[config.mk]
export PLATFORM = sky130hd
export DESIGN_NAME = fnd_seg_reader
export DESIGN_NICKNAME = d
export VERILOG_FILES = /design/src/rtl/fnd_seg_reader.sv
export SDC_FILE = /design/constraint.sdc
export NUM_CORES = 1
export LEC_CHECK = 0
export ABC_AREA = 1
export CAP_MARGIN = 20
export CORE_AREA = 10 10 68 126
export DETAILED_ROUTE_END_ITERATION = 8
export DIE_AREA = 0 0 78 136
export PLACE_DENSITY = 0.66
export SLEW_MARGIN = 20
export SYNTH_ARGS = -nofsm -noshare
export SYNTH_HDL_FRONTEND = slang
export SYNTH_SLANG_ARGS = --single-unit
[constraint.sdc]
create_clock -name iClk -period 1.3 [get_ports iClk]
set_input_delay 0.26 -clock iClk [delete_from_list [all_inputs] [get_ports iClk]]
set_output_delay 0.26 -clock iClk [all_outputs]
set_load 0.005 [all_outputs]
[src/rtl/fnd_seg_reader.sv]
// FND bus read-back: decodes stable one-hot digit samples back to BCD codes,
// assembles a full frame and offers it through a valid/ready handshake.
module fnd_seg_reader #(
  parameter int unsigned DIGITS     = 4,
  parameter int unsigned STABLE_CNT = 3
) (
  input  logic                  iClk,
  input  logic                  iRsn,
  input  logic [6:0]            iSeg,
  input  logic [DIGITS-1:0]     iDigSel,
  input  logic                  iReady,
  output logic [4*DIGITS-1:0]   oBcd,
  output logic                  oValid,
  output logic                  oErr,
  output logic                  oOverrun
);

  localparam int unsigned CW = $clog2(STABLE_CNT + 1);
  localparam int unsigned BW = 4 * DIGITS;

  typedef enum logic [1:0] {S_IDLE, S_TRACK, S_HELD} state_e;

  state_e            state_q, state_d;
  logic [CW-1:0]     cnt_q, cnt_d;
  logic [DIGITS-1:0] sel_q;
  logic [6:0]        seg_q;
  logic [DIGITS-1:0] cap_q, cap_d;
  logic [BW-1:0]     slot_q, slot_d;
  logic [DIGITS-1:0] serr_q, serr_d;
  logic [BW-1:0]     bcd_q, bcd_d;
  logic              valid_q, valid_d;
  logic              err_q, err_d;
  logic              ovr_q, ovr_d;

  logic [3:0]        code_c;
  logic              bad_c;
  logic              onehot_c;
  logic              same_c;
  logic              full_c;
  logic              capture_c;

  // Inverse segment map; blank is a legal digit, anything unknown is flagged.
  always_comb begin
    code_c = 4'hE;
    bad_c  = 1'b0;
    case (iSeg)
      7'h7E:   code_c = 4'h0;
      7'h30:   code_c = 4'h1;
      7'h6D:   code_c = 4'h2;
      7'h79:   code_c = 4'h3;
      7'h33:   code_c = 4'h4;
      7'h5B:   code_c = 4'h5;
      7'h5F:   code_c = 4'h6;
      7'h72:   code_c = 4'h7;
      7'h7F:   code_c = 4'h8;
      7'h7B:   code_c = 4'h9;
      7'h00:   code_c = 4'hF;
      default: bad_c  = 1'b1;
    endcase
  end

  assign onehot_c = (iDigSel != '0) && ((iDigSel & (iDigSel - DIGITS'(1))) == '0);
  assign same_c   = (iDigSel == sel_q) && (iSeg == seg_q);
  assign full_c   = &cap_q;

  // Stability tracking, slot capture and frame hand-off.
  always_comb begin
    state_d   = state_q;
    cnt_d     = cnt_q;
    cap_d     = cap_q;
    slot_d    = slot_q;
    serr_d    = serr_q;
    capture_c = 1'b0;
    bcd_d     = bcd_q;
    valid_d   = valid_q;
    err_d     = err_q;
    ovr_d     = 1'b0;

    if (!onehot_c) begin
      state_d = S_IDLE;
      cnt_d   = '0;
    end else if (same_c && (state_q != S_IDLE)) begin
      if (state_q == S_TRACK) begin
        cnt_d = cnt_q + CW'(1);
        if (cnt_d == CW'(STABLE_CNT)) begin
          state_d   = S_HELD;
          capture_c = 1'b1;
        end
      end
    end else begin
      state_d = S_TRACK;
      cnt_d   = CW'(1);
    end

    if (full_c) cap_d = '0;

    if (capture_c) begin
      for (int i = 0; i < DIGITS; i++) begin
        if (iDigSel[i]) begin
          slot_d[4*i +: 4] = code_c;
          serr_d[i]        = bad_c;
          cap_d[i]         = 1'b1;
        end
      end
    end

    // A completed frame replaces the pending one only if it is being consumed.
    if (full_c) begin
      if (!valid_q || iReady) begin
        bcd_d   = slot_q;
        err_d   = |serr_q;
        valid_d = 1'b1;
      end else begin
        ovr_d = 1'b1;
      end
    end else if (valid_q && iReady) begin
      valid_d = 1'b0;
    end
  end

  always_ff @(posedge iClk or negedge iRsn) begin
    if (!iRsn) begin
      state_q <= S_IDLE;
      cnt_q   <= '0;
      sel_q   <= '0;
      seg_q   <= '0;
      cap_q   <= '0;
      slot_q  <= '0;
      serr_q  <= '0;
      bcd_q   <= '0;
      valid_q <= 1'b0;
      err_q   <= 1'b0;
      ovr_q   <= 1'b0;
    end else begin
      state_q <= state_d;
      cnt_q   <= cnt_d;
      sel_q   <= iDigSel;
      seg_q   <= iSeg;
      cap_q   <= cap_d;
      slot_q  <= slot_d;
      serr_q  <= serr_d;
      bcd_q   <= bcd_d;
      valid_q <= valid_d;
      err_q   <= err_d;
      ovr_q   <= ovr_d;
    end
  end

  assign oBcd     = bcd_q;
  assign oValid   = valid_q;
  assign oErr     = err_q;
  assign oOverrun = ovr_q;

endmodule
# After elaboration in Yosys (flattened, before gate mapping)
# Index checks and enable logic that the tools add are counted.
dict set report totals {
  wordCells 82
  mem_bits_rw 0
  in_bits 14
  rom_bits 0
  memories 0
  latchBits 0
  out_inout_bits 19
  register_bits 58
}
dict set report op_classes {
  n_lt_le_gt_ge 0
  n_bitwise 1
  multipliers 0
  eq_ne 17
  reduce_logical 21
  addsub 2
  muxes 24
  shift 0
  div_mod_pow 0
}
# cell count
set op_table {}
lappend op_table {{$eq 7x7->1 const B} 8}
lappend op_table {{$pmux 4 s11} 1}
lappend op_table {{$eq 7x6->1 const B} 2}
lappend op_table {{$mux 1} 14}
lappend op_table {{$mux 2} 7}
lappend op_table {{$reduce_and 2->1} 6}
lappend op_table {{$reduce_or 11->1} 1}
lappend op_table {{$mux 4} 2}
lappend op_table {{$eq 7x7->1} 1}
lappend op_table {{$logic_not 7->1} 1}
lappend op_table {{$ne 3x2->1 const B} 2}
lappend op_table {{$reduce_and 5->1} 1}
lappend op_table {{$and 4x4->4} 1}
lappend op_table {{$eq 4x4->1} 1}
lappend op_table {{$logic_and 1x1->1} 4}
lappend op_table {{$logic_not 4->1} 1}
lappend op_table {{$reduce_and 4->1} 1}
lappend op_table {{$reduce_bool 2->1} 2}
lappend op_table {{$reduce_bool 4->1} 1}
lappend op_table {{$reduce_or 4->1} 1}
lappend op_table {{$sub 4x1->4 const B} 1}
lappend op_table {{$add 2x1->2 const B} 1}
lappend op_table {{$eq 2x1->1 const B} 1}
lappend op_table {{$eq 2x2->1 const B} 1}
lappend op_table {{other kinds (3)} 3}

# Longest topological paths before layout
dict set report logic_depth {
  word_depth 7
  ltp_mapped 12
}

# Least setup slack after synthesis
# No wires, ideal clock.
dict set report synth_timing {
  path_type {input-to-reg}
  from {input port iDigSel[2]}
  to {register serr_q[2]}
  setup_slack_ps -112
  setup_ps 121
  stages 8
  arrival_ps 1291
  cell_sequence {buf_4 inv_2 a21oi_1 a21oi_2 nand4_4 buf_6 o21bai_1 nand2_1}
}
dict set report synth_between {
  elab_chain_len 6
}
# element line
set synth_rtl {}
lappend synth_rtl {{from (decl)} 10} ;# input logic [DIGITS-1:0] iDigSel,
lappend synth_rtl {{$sub 4x1->4 / $eq 4x4->1 (equally long branches)} {62, 63}}
lappend synth_rtl {{$and 4x4->4 / $logic_and 1x1->1 (equally long branches)} {62, 63}}
lappend synth_rtl {{$logic_not 4->1 / $logic_and 1x1->1 (equally long branches)} {62, 82}}
lappend synth_rtl {{$logic_and 1x1->1 / $mux 1 (equally long branches)} {62, 82}}
lappend synth_rtl {{$mux 1} 79} ;# if (!onehot_c) begin
lappend synth_rtl {{$reduce_and 2->1 (no line) (*)} --}
lappend synth_rtl {{to (signal assigned)} 141} ;# serr_q <= serr_d;
lappend synth_rtl {{to (decl)} 29} ;# logic [DIGITS-1:0] serr_q, serr_d;
# Every way passes the cells marked *; elsewhere a longest branch is shown, timed or not.
# A chain may end at the register's enable or synchronous reset.

# Worst setup path in the final report
dict set report layout_timing {
  from {register sel_q[0]}
  to {register slot_q[3]}
}
dict set report layout_between {
  elab_chain_len 6
}
# element line
set layout_rtl {}
lappend layout_rtl {{from (decl)} 25} ;# logic [DIGITS-1:0] sel_q;
lappend layout_rtl {{from (signal assigned)} 137} ;# sel_q <= iDigSel;
lappend layout_rtl {{$eq 4x4->1} 63} ;# assign same_c = (iDigSel == sel_q) && (iSeg == seg_q);
lappend layout_rtl {{$logic_and 1x1->1} 63}
lappend layout_rtl {{$logic_and 1x1->1} 82} ;# end else if (same_c && (state_q != S_IDLE)) begin
lappend layout_rtl {{$mux 1} 82}
lappend layout_rtl {{$mux 1} 79}
lappend layout_rtl {{$reduce_and 2->1 (no line)} --}
lappend layout_rtl {{to (signal assigned)} 140} ;# slot_q <= slot_d;
lappend layout_rtl {{to (decl)} 28} ;# logic [BW-1:0] slot_q, slot_d;
# No other way between the ends.

==> results.tsv <==
stage	metric	value	unit
cts	cts_root_buffer	clkbuf_16	
timing	min_period	1.66	ns
global_route	antenna_found_initial	0	
worst_setup_path	cp-startpoint	sel_q[0]$_DFF_PN0_	
worst_setup_path	critical-path-top-delay-family	simple AND/OR/NAND/NOR gates	
global_route	grt_pass1_wl	11900	um
floorplanning	chipWidth	78	um
timing	fin_skew	0.00402	ns
cells_and_area	fin_area	4250	um2
cts	clk_pin_slew_worst_paths	0.05	ns
worst_setup_path	cp_max_fo	6	
route	dr.first_iter.drc_count	130	
synth	yosysWarnings	0	
synth	netlist_area	2810	um2
floorplanning	io_pins	33	
timing	rsz0062_at_grt	true	
global_route	grt_pass1_vias	2565	
worst_setup_path	timing.reg2reg.setup_slack	-0.36	ns
worst_setup_path	crit_type	register to register	
timing	finalHoldViolCount	0	
route	drc	0	
synth	netlist.area_leader.share	51.7	%
synth	synth_area_leaders	dfrtp_1, nand2_1, inv_1, o21bai_1, nand3_1	
status	violations	setup timing	
hold_path	min_path_type	input port to register	
timing	tightest_slew	0.450	ns
route	routed_wl	7490	um
power_and_ir_drop	power.switching	1.13	mW
cells_and_area	drive_gt1_share	30.3	%
route	wl_per_cell	14.4	um
worst_setup_path	critPathLaunchType	register	
floorplanning	initial_core_util	42.8	%
floorplanning	rows	42	
worst_setup_path	critPathMaxStageDelay	0.39	ns
global_route	grt_overflow_total	0	
global_route	grt_max_degree	35	
cells_and_area	final_common_cell	nand2_1	
cts	cts-htree-levels	3	
hold_path	worstHoldStart	iSeg[2]	
timing	fin_crit_sh	128	%
cts	tritoncts	done	
synth	ys_ff_latch	58	
power_and_ir_drop	power_density	1150	nW/um2
power_and_ir_drop	p_int	3.75	mW
timing	holdWs	0.224	ns
power_and_ir_drop	p_leak	2.12	nW
cells_and_area	area_growth	51.4	%
route	vias	2536	
route	via_per_inst	4.88	
worst_setup_path	r2r-end	slot_q[3]$_DFFE_PN0P_	
synth	netlist_instances	336	
worst_setup_path	slowest_stage	dfrtp_1	
cts	clk_latency	0.33	ns
status	outcome	finished, violations left	
run	max_cap_viol_count	0	
cells_and_area	final_cell_mix	nand2_1, dfrtp_1, buf_4, inv_1, dlygate4sd2_1	
worst_setup_path	worstSetupEndpointType	register	
floorplanning	coreArea	6570	um2
floorplanning	die_area	10600	um2
timing	maxSlewViolCount	0	
placement	dpl_cell_area	3580	um2
floorplanning	die_h	136	um
power_and_ir_drop	switching_share	23.1	%
worst_setup_path	r2r-start	sel_q[0]$_DFF_PN0_	
power_and_ir_drop	irDropWorstVdd	0.000870	V
power_and_ir_drop	combinationalPowerShare	10.0	%
worst_setup_path	cp_num_buf_inv	1	
route	drt_pre_antenna_iters	4	
synth	synthDistinctLibCells	26	
timing	fmax	602	MHz
synth	syn_nets	351	
cts	cts.sinks	58	
timing	setup_violations	24	
placement	place_congestion	0.880	
cts	cts_max_path_buffers	2	
power_and_ir_drop	seqPwrFrac	38.8	%
cells_and_area	num_antenna_cells	0	
hold_path	min_to	seg_q[2]$_DFF_PN0_	
route	ant_nets	0	
placement	dp.final_hpwl	5130	um
power_and_ir_drop	pwr-share-clk	51.2	%
synth	syn_area_per_cell	8.36	um2
timing	setup_ws	-0.362	ns
global_route	grtUsageTotal	14.5	%
synth	yosysTopAreaCell	dfrtp_1	
placement	numPortBuffers	32	
cells_and_area	final_nets	442	
worst_setup_path	worst_r2r_path_depth	9	
cts	numCtsBuffers	9	
timing	max_slew_margin	70.0	%
synth	ys_seq_area_share	51.7	%
worst_setup_path	critPathRequiredTime	1.51	ns
worst_setup_path	cpMostUsedCell	nand2_1	
worst_setup_path	arrival	1.87	ns
worst_setup_path	path_cells	nand2_1, nand2_1, nor2_2, nand2_2, nor2_4, nand4_4, bufbuf_16, o21bai_1, nand2_1	
hold_path	min_path_cells	1	
[worst max-delay path by stage]
stage,end,slack (ns),depth (start not counted)
finish,slot_q[3]$_DFFE_PN0P_,-0.36,9
global route,slot_q[10]$_DFFE_PN0P_,-0.47,9
global placement,slot_q[1]$_DFFE_PN0P_,-0.79,11
CTS,serr_q[1]$_DFFE_PN0P_,-0.35,9
floorplan,serr_q[3]$_DFFE_PN0P_,-0.08,7
detailed placement,slot_q[1]$_DFFE_PN0P_,-0.81,11
[repair_timing]
action	CTS	global route
hold endpoints to repair	15	0
buffers inserted	5	5
hold buffers	1	0
endpoints found under the setup margin	47	28
gates resized for setup	55	26
pin swaps	9	22
cloned	4	2
[Yosys cell counts, drive strengths merged]
master and number:
nand4 3, nor2 31, a21oi 4, ha 1, xor2 1, nand2 100, o21ai 24, nand3 26
xnor2 4, buf 8, nor4 1, o21bai 20, dfrtp 58, nor3 2, inv 50, clkbuf 3
[area by class of cell]
| class | instances | area [um2] |
|---|---|---|
| Multi-Input combinational cell | 217 | 1270 |
| Clock buffer | 9 | 225 |
| Tap cell | 88 | 110 |
| Sequential cell | 58 | 1450 |
| Inverter | 50 | 198 |
| Timing Repair Buffer | 91 | 905 |
| Clock inverter | 7 | 93.8 |
| Fill cell | 556 | 2320 |
[routing by layer]
layer | share of wire (%) | GRT usage [%]
met5 | 0 | 0
met4 | 4.4 | 9.72
met3 | 4.2 | 3.90
met2 | 58 | 27.9
met1 | 33 | 12.4
[registers in the layout, summed over array words and instances, names as in the netlist, 2 cells and up]
register  cells
oBcd         16
seg_q         7
slot_q       16
cnt_q         2
serr_q        4
state_q       2
cap_q         4
sel_q         4
[power by group through the flow]
stage	logic (mW)	clock network (mW)	registers [mW]
after CTS	0.479	2.53	1.89
after detailed placement	0.484	0	1.92
after floorplan	0.199	0	1.93
after global placement	0.476	0	1.92
final	0.488	2.50	1.89
after global routing	0.540	2.61	1.90
[cells by family (layout without fill, tap and decap cells)]
group	Yosys count	in the layout	synth area share [%]
and+or+nand+nor	163	163	25.4
buffers and inverters	61	157	10.4
xor gates and xnor gates	5	5	1.56
adders and majority gates	1	1	0.445
DFF	58	58	51.7
AOI/OAI and AO/OA	48	48	10.5
[metrics by stage]
stage / std cells / utilization [%] / power, mW / setup TNS (ns) / setup WS, ns
6_report: 520 / 64.7 / 4.88 / -7.09 / -0.362
2_1_floorplan: 336 / - / 2.12 / -1.57 / -0.0830
3_5_place_dp: 491 / 54.5 / 2.41 / -20.53 / -0.805
4_1_cts: 516 / 62.7 / 4.91 / -7.82 / -0.353
3_3_place_gp: 491 / 54.5 / 2.40 / -20.10 / -0.791
5_1_grt: 520 / 64.7 / 5.05 / -9.60 / -0.473
Power figures use the tool's default switching activity.
